File: src/rtl/elevator_call_scheduler_if.sv
// Signal bundle between the call buttons / elevator controller (master) and the
// SCAN call scheduler (slave).
interface elevator_call_scheduler_if #(
    parameter int FLOORS = 8,
    parameter int FW     = 3
);
    // No ready/valid pair here: arrive is a single-cycle strobe from the
    // controller, and target_floor is meaningful only while target_valid is high.
    logic [FLOORS-1:0] call_btn;
    logic [FW-1:0]     cur_floor;
    logic              arrive;
    logic [FW-1:0]     target_floor;
    logic              target_valid;
    logic              dir_up;
    logic [FLOORS-1:0] req_pending;
    logic              idle;
    logic [1:0]        state_dbg;

    modport master (
        output call_btn, cur_floor, arrive,
        input  target_floor, target_valid, dir_up, req_pending, idle, state_dbg
    );

    modport slave (
        input  call_btn, cur_floor, arrive,
        output target_floor, target_valid, dir_up, req_pending, idle, state_dbg
    );
endinterface

File: src/rtl/elevator_call_scheduler.sv
// Latches floor calls and picks the next target floor with SCAN ordering:
// keep going in the current direction, reverse only when nothing is left ahead.
module elevator_call_scheduler #(
    parameter int FLOORS = 8,
    parameter int FW     = 3
) (
    input logic                    clk,
    input logic                    reset,
    elevator_call_scheduler_if.slave bus
);
    typedef enum logic [1:0] {
        IDLE      = 2'd0,
        SCAN_UP   = 2'd1,
        SCAN_DOWN = 2'd2
    } state_t;

    state_t            state;
    logic [FLOORS-1:0] req_q;
    logic [FLOORS-1:0] hist_q;
    logic [FW-1:0]     tgt_q;
    logic              vld_q;
    logic              dir_q;
    logic              idle_q;

    logic [FLOORS-1:0] clr_mask;
    logic [FLOORS-1:0] req_nxt;
    logic              in_range;
    logic              here;
    logic              above_found;
    logic              below_found;
    logic [FW-1:0]     above_idx;
    logic [FW-1:0]     below_idx;

    assign in_range = (int'(bus.cur_floor) < FLOORS);

    // Clear wins over a new press on the floor just served.
    always_comb begin
        clr_mask = '0;
        if (bus.arrive && in_range) clr_mask[bus.cur_floor] = 1'b1;
        req_nxt = (req_q | (bus.call_btn & ~hist_q)) & ~clr_mask;
    end

    // Nearest pending floor on each side; the loop direction leaves the closest hit.
    always_comb begin
        here        = in_range ? req_q[bus.cur_floor] : 1'b0;
        above_found = 1'b0;
        above_idx   = '0;
        below_found = 1'b0;
        below_idx   = '0;
        for (int i = FLOORS - 1; i >= 0; i--) begin
            if (req_q[i] && (i > int'(bus.cur_floor))) begin
                above_found = 1'b1;
                above_idx   = FW'(i);
            end
        end
        for (int i = 0; i < FLOORS; i++) begin
            if (req_q[i] && (i < int'(bus.cur_floor))) begin
                below_found = 1'b1;
                below_idx   = FW'(i);
            end
        end
    end

    always_ff @(posedge clk or negedge reset) begin
        if (!reset) begin
            state  <= IDLE;
            req_q  <= '0;
            hist_q <= '0;
            tgt_q  <= '0;
            vld_q  <= 1'b0;
            dir_q  <= 1'b1;
            idle_q <= 1'b1;
        end else begin
            hist_q <= bus.call_btn;
            req_q  <= req_nxt;
            case (state)
                IDLE: begin
                    if (here) begin
                        tgt_q  <= bus.cur_floor;
                        vld_q  <= 1'b1;
                        idle_q <= (req_nxt == '0);
                    end else if (above_found) begin
                        state  <= SCAN_UP;
                        dir_q  <= 1'b1;
                        tgt_q  <= above_idx;
                        vld_q  <= 1'b1;
                        idle_q <= 1'b0;
                    end else if (below_found) begin
                        state  <= SCAN_DOWN;
                        dir_q  <= 1'b0;
                        tgt_q  <= below_idx;
                        vld_q  <= 1'b1;
                        idle_q <= 1'b0;
                    end else begin
                        vld_q  <= 1'b0;
                        idle_q <= (req_nxt == '0);
                    end
                end
                SCAN_UP: begin
                    if (above_found) begin
                        tgt_q  <= above_idx;
                        vld_q  <= 1'b1;
                        idle_q <= 1'b0;
                    end else if (below_found || here) begin
                        // Reversal cycle deliberately drops valid for one cycle.
                        state  <= SCAN_DOWN;
                        dir_q  <= 1'b0;
                        vld_q  <= 1'b0;
                        idle_q <= 1'b0;
                    end else begin
                        state  <= IDLE;
                        vld_q  <= 1'b0;
                        idle_q <= (req_nxt == '0);
                    end
                end
                SCAN_DOWN: begin
                    if (below_found) begin
                        tgt_q  <= below_idx;
                        vld_q  <= 1'b1;
                        idle_q <= 1'b0;
                    end else if (above_found || here) begin
                        state  <= SCAN_UP;
                        dir_q  <= 1'b1;
                        vld_q  <= 1'b0;
                        idle_q <= 1'b0;
                    end else begin
                        state  <= IDLE;
                        vld_q  <= 1'b0;
                        idle_q <= (req_nxt == '0);
                    end
                end
                default: begin
                    state <= IDLE;
                    vld_q <= 1'b0;
                end
            endcase
        end
    end

    assign bus.target_floor = tgt_q;
    assign bus.target_valid = vld_q;
    assign bus.dir_up       = dir_q;
    assign bus.req_pending  = req_q;
    assign bus.idle         = idle_q;
    assign bus.state_dbg    = state;
endmodule

File: src/flat_wrapper.sv
// flat-port wrapper written by rule: the top's interface ports become plain ports
module elevator_call_scheduler_flat 
#(
    parameter int FLOORS = 8,
    parameter int FW     = 3
)
  (clk, reset, bus_call_btn, bus_cur_floor, bus_arrive, bus_target_floor, bus_target_valid, bus_dir_up, bus_req_pending, bus_idle, bus_state_dbg);
  elevator_call_scheduler_if #(.FLOORS(FLOORS), .FW(FW)) bus_i ();
  input logic clk;
  input logic reset;
  input wire logic [$bits(bus_i.call_btn)-1:0] bus_call_btn;
  input wire logic [$bits(bus_i.cur_floor)-1:0] bus_cur_floor;
  input wire logic [$bits(bus_i.arrive)-1:0] bus_arrive;
  output wire logic [$bits(bus_i.target_floor)-1:0] bus_target_floor;
  output wire logic [$bits(bus_i.target_valid)-1:0] bus_target_valid;
  output wire logic [$bits(bus_i.dir_up)-1:0] bus_dir_up;
  output wire logic [$bits(bus_i.req_pending)-1:0] bus_req_pending;
  output wire logic [$bits(bus_i.idle)-1:0] bus_idle;
  output wire logic [$bits(bus_i.state_dbg)-1:0] bus_state_dbg;
  assign bus_i.call_btn = bus_call_btn;
  assign bus_i.cur_floor = bus_cur_floor;
  assign bus_i.arrive = bus_arrive;
  assign bus_target_floor = bus_i.target_floor;
  assign bus_target_valid = bus_i.target_valid;
  assign bus_dir_up = bus_i.dir_up;
  assign bus_req_pending = bus_i.req_pending;
  assign bus_idle = bus_i.idle;
  assign bus_state_dbg = bus_i.state_dbg;
  elevator_call_scheduler #(.FLOORS(FLOORS), .FW(FW)) u_core (.clk(clk), .reset(reset), .bus(bus_i));
endmodule
File: config.mk
export PLATFORM = sky130hd
export DESIGN_NAME = elevator_call_scheduler_flat
export DESIGN_NICKNAME = d
export VERILOG_FILES = /design/src/rtl/elevator_call_scheduler_if.sv /design/src/rtl/elevator_call_scheduler.sv /design/src/flat_wrapper.sv
export SDC_FILE = /design/constraint.sdc
export NUM_CORES = 1
export LEC_CHECK = 0
export ABC_AREA = 1
export CAP_MARGIN = 0
export CELL_PAD_IN_SITES_DETAIL_PLACEMENT = 1
export CELL_PAD_IN_SITES_GLOBAL_PLACEMENT = 2
export CORE_MARGIN = 2
export CORE_UTILIZATION = 33
export CTS_CLUSTER_DIAMETER = 120
export CTS_CLUSTER_SIZE = 10
export DETAILED_ROUTE_END_ITERATION = 10
export DONT_BUFFER_PORTS = 1
export PLACE_DENSITY_LB_ADDON = 0.1
export SYNTH_ARGS = -nofsm -noshare
export SYNTH_HDL_FRONTEND = slang
export SYNTH_SLANG_ARGS = --single-unit
File: constraint.sdc
create_clock -name clk -period 1.9 [get_ports clk]
set_input_delay 0.285 -clock clk [delete_from_list [all_inputs] [get_ports clk]]
set_output_delay 0.285 -clock clk [all_outputs]
set_load 0.02 [all_outputs]
==> impl_metrics.py <==
metrics = {
    "placed_design": {
        "place_ws_ps": 154,
        "place_congestion": 0.912,
        "place_hpwl_um": 3850,
        "io_buffers": 0,
        "dpl.cell_count": 329,
    },
    "routing": {
        "drtAntennaViolNets": 0,
        "firstDrtPassIters": 4,
        "wire_per_inst_um": 14.1,
        "routed_wl_um": 4720,
        "dr.first_iter.drc_count": 50,
        "num_vias": 1591,
        "viasPerCell": 4.75,
        "drc": 0,
    },
    "clock_network": {
        "cts-root-buf": "clkbuf_8",
        "cts_buffers": 3,
        "cts_setup_buffers": 0,
        "htree_levels": 1,
        "cts_tree": "done",
        "clk_pin_slew_worst_paths_ps": 100,
        "clock_path_buffers": 2,
        "cts_sinks": 24,
        "clk-insertion-delay-late_ps": 270,
    },
    "timing": {
        "worst_pin_slew_ps": 342,
        "finalSetupViolCount": 0,
        "slew_viol_final": 0,
        "rsz0062_at_grt": "false",
        "fin_crit_ps": 1670,
        "setup_ws_ps": 233,
        "hold_viol": 0,
        "fin_setup_tns_ps": 0,
        "slew_headroom_pct": 77.2,
        "fmax_mhz": 600,
        "clock_skew_ps": 3.81,
        "period_share_pct": 87.7,
        "holdWs_ps": 27.2,
    },
    "synth": {
        "yosysTopAreaCell": "dfrtp_1",
        "synthCells": 259,
        "synth.avg_cell_area_sq_um": 6.40,
        "ys.flop_type": "dfrtp_1",
        "synth_warnings": 0,
        "async_reset_ff_share_pct": 100,
        "yosysSeqAreaShare_pct": 36.4,
        "synth_fp_nets": 277,
        "synth_seq_cells": 24,
        "syn_area_sq_um": 1660,
        "synth_area_leaders": "dfrtp_1 33%, nand2_1 20%, inv_1 9.7%",
        "synth_top_cell_area_share_pct": 33.2,
        "synth-edff-count": 0,
        "yosysMostFrequentCell": "nand2_1",
        "yosys-top-cells-count": "90 x nand2_1, 43 x inv_1, 22 x dfrtp_1",
        "synth_cell_types": 22,
    },
    "setup_path": {
        "required_ps": 2070,
        "worstPathArrival_ps": 1840,
        "path_max_fanout": 5,
        "crit_path_cell_trace": "inv_1 -> nor2_1 -> nand2_1 -> nand2_1 -> nor2_2 -> nand2_2 -> nand2_1 -> nand2_2 -> nor2_2 -> nand2_2 -> nand2_1 -> o21ai_1",
        "cp-end-kind": "flop",
        "cp_common_cell": "nand2_1",
        "cp-start-kind": "flop",
        "critical_path_class": "flop to flop",
        "max_stage_delay_ps": 490,
        "slowest_stage": "dfrtp_2",
    },
    "global_route": {
        "grt_overflow_total": 0,
        "grt_pass1_vias": 1682,
        "grt_pass1_wl_um": 8210,
        "grt_antenna_before_repair": 0,
        "grt_max_degree": 25,
        "grt_use_total_pct": 19.3,
    },
    "min_path": {
        "hold_path.class": "input port to flop",
    },
    "cells_and_area": {
        "syn_to_final_growth_pct": 12.9,
        "diodes": 0,
        "final_util_pct": 39.1,
        "drive_gt1_share_pct": 11.9,
        "nets": 287,
        "instances_no_fill": 335,
    },
    "status": {
        "status": "finished, final reports clean",
    },
    "floorplanning": {
        "num_io_pins": 30,
        "initial_core_util_pct": 34.6,
        "die-width_um": 74.9,
        "core_area_sq_um": 4790,
        "die_area_sq_um": 5610,
        "rows": 25,
        "fp.dieH_um": 74.9,
    },
    "pwr": {
        "vdd_ir_drop_max_v": 0.000587,
        "leakage_nw": 1.02,
        "power.density_nw_per_um2": 1150,
    },
    "job": {
        "drv_cap": 0,
    },
}
-- placed cells by master (no fill, tap or decap) --
master,n
nand2_1,89
inv_1,43
dfrtp_1,21
nand3_1,20
nor2_1,20
o21ai_0,16
a21oi_1,9
nand2_2,8
buf_4,5
inv_2,4
nor2_2,4
o21ai_1,4
ha_1,4
nor2_4,3
nor3_1,3
clkbuf_8,3
o21bai_1,2
dfstp_2,2
clkinv_1,1
nand4_1,1
nand3b_1,1
o211ai_1,1
bufinv_16,1
buf_12,1
dlygate4sd3_1,1
dfrtp_2,1
-- final timing paths --
kind	from	endpoint	slack [ps]	depth (start not counted)
worst max-delay path	u_core.bus.req_pending[2]	u_core.bus.state_dbg[1]	230	12
worst min-delay path	bus_call_btn[0]	u_core.hist_q[0]	30	0
worst max register to register	u_core.bus.req_pending[2]	u_core.bus.state_dbg[1]	230	12
worst min register to register	u_core.bus.dir_up	u_core.bus.dir_up	520	2
max in group asynchronous	reset	u_core.bus.dir_up	1250	2
min in group asynchronous	reset	u_core.hist_q[0]	420	2
-- timing repair --
item | 4_1_cts | 5_1_grt
resized for setup | 0 | 2
hold endpoints to repair | 24 | 0
hold buffers | 2 | 0
setup endpoints to repair | 0 | 3
-- registers in the layout, indices dropped and copies added (netlist names) --
signal / flops
u_core.bus.dir_up: 1
u_core.bus.req_pending: 8
u_core.bus.idle: 1
u_core.hist_q: 8
u_core.bus.target_floor: 3
u_core.bus.state_dbg: 2
u_core.bus.target_valid: 1
-- where the power goes --
group	internal (mW)	switching, mW	leakage [nW]
Combinational	0.313	0.591	0.714
Clock	0.282	0.184	0.0357
Sequential	0.623	0.164	0.267
-- critical path: cells and delay by family (launching register included) --
family | cells | cell delay [ps]
flops | 1 | 490
compound gates | 1 | 50
buf+inv | 1 | 70
simple gates | 10 | 950
-- metal layers --
layer | GRT usage (%) | share of wire (%)
met3 | 2.68 | 4.0
met2 | 30.2 | 45
met1 | 27.9 | 50
met5 | 0 | 0
met4 | 4.96 | 1.2
-- per-stage QoR --
step | total power, mW | area, sq um
final | 2.16 | 1870
after global placement | 1.69 | 1770
after floorplan | 1.44 | 1660
after detailed placement | 1.70 | 1770
after global routing | 2.37 | 1870
after CTS | 2.19 | 1870
-- kinds of logic (layout without fill, tap and decap cells) --
| kind of cell | after synthesis | count (layout) | synth area share (%) |
|---|---|---|---|
| adders and majority gates | 4 | 4 | 3.02 |
| buffers and inverters | 50 | 59 | 11.6 |
| DFF | 24 | 24 | 36.4 |
| AOI/OAI and AO/OA | 32 | 32 | 10.1 |
| and+or+nand+nor | 149 | 149 | 38.9 |
-- area by class of cell --
type / instances / area (sq um)
Clock buffer: 3 / 41.3
Multi-Input combinational cell: 185 / 865
Fill cell: 645 / 2910
Clock inverter: 1 / 30.0
Timing Repair Buffer: 7 / 67.6
Tap cell: 67 / 83.8
Inverter: 48 / 180
Sequential cell: 24 / 604
Power figures use the tool's default switching activity.
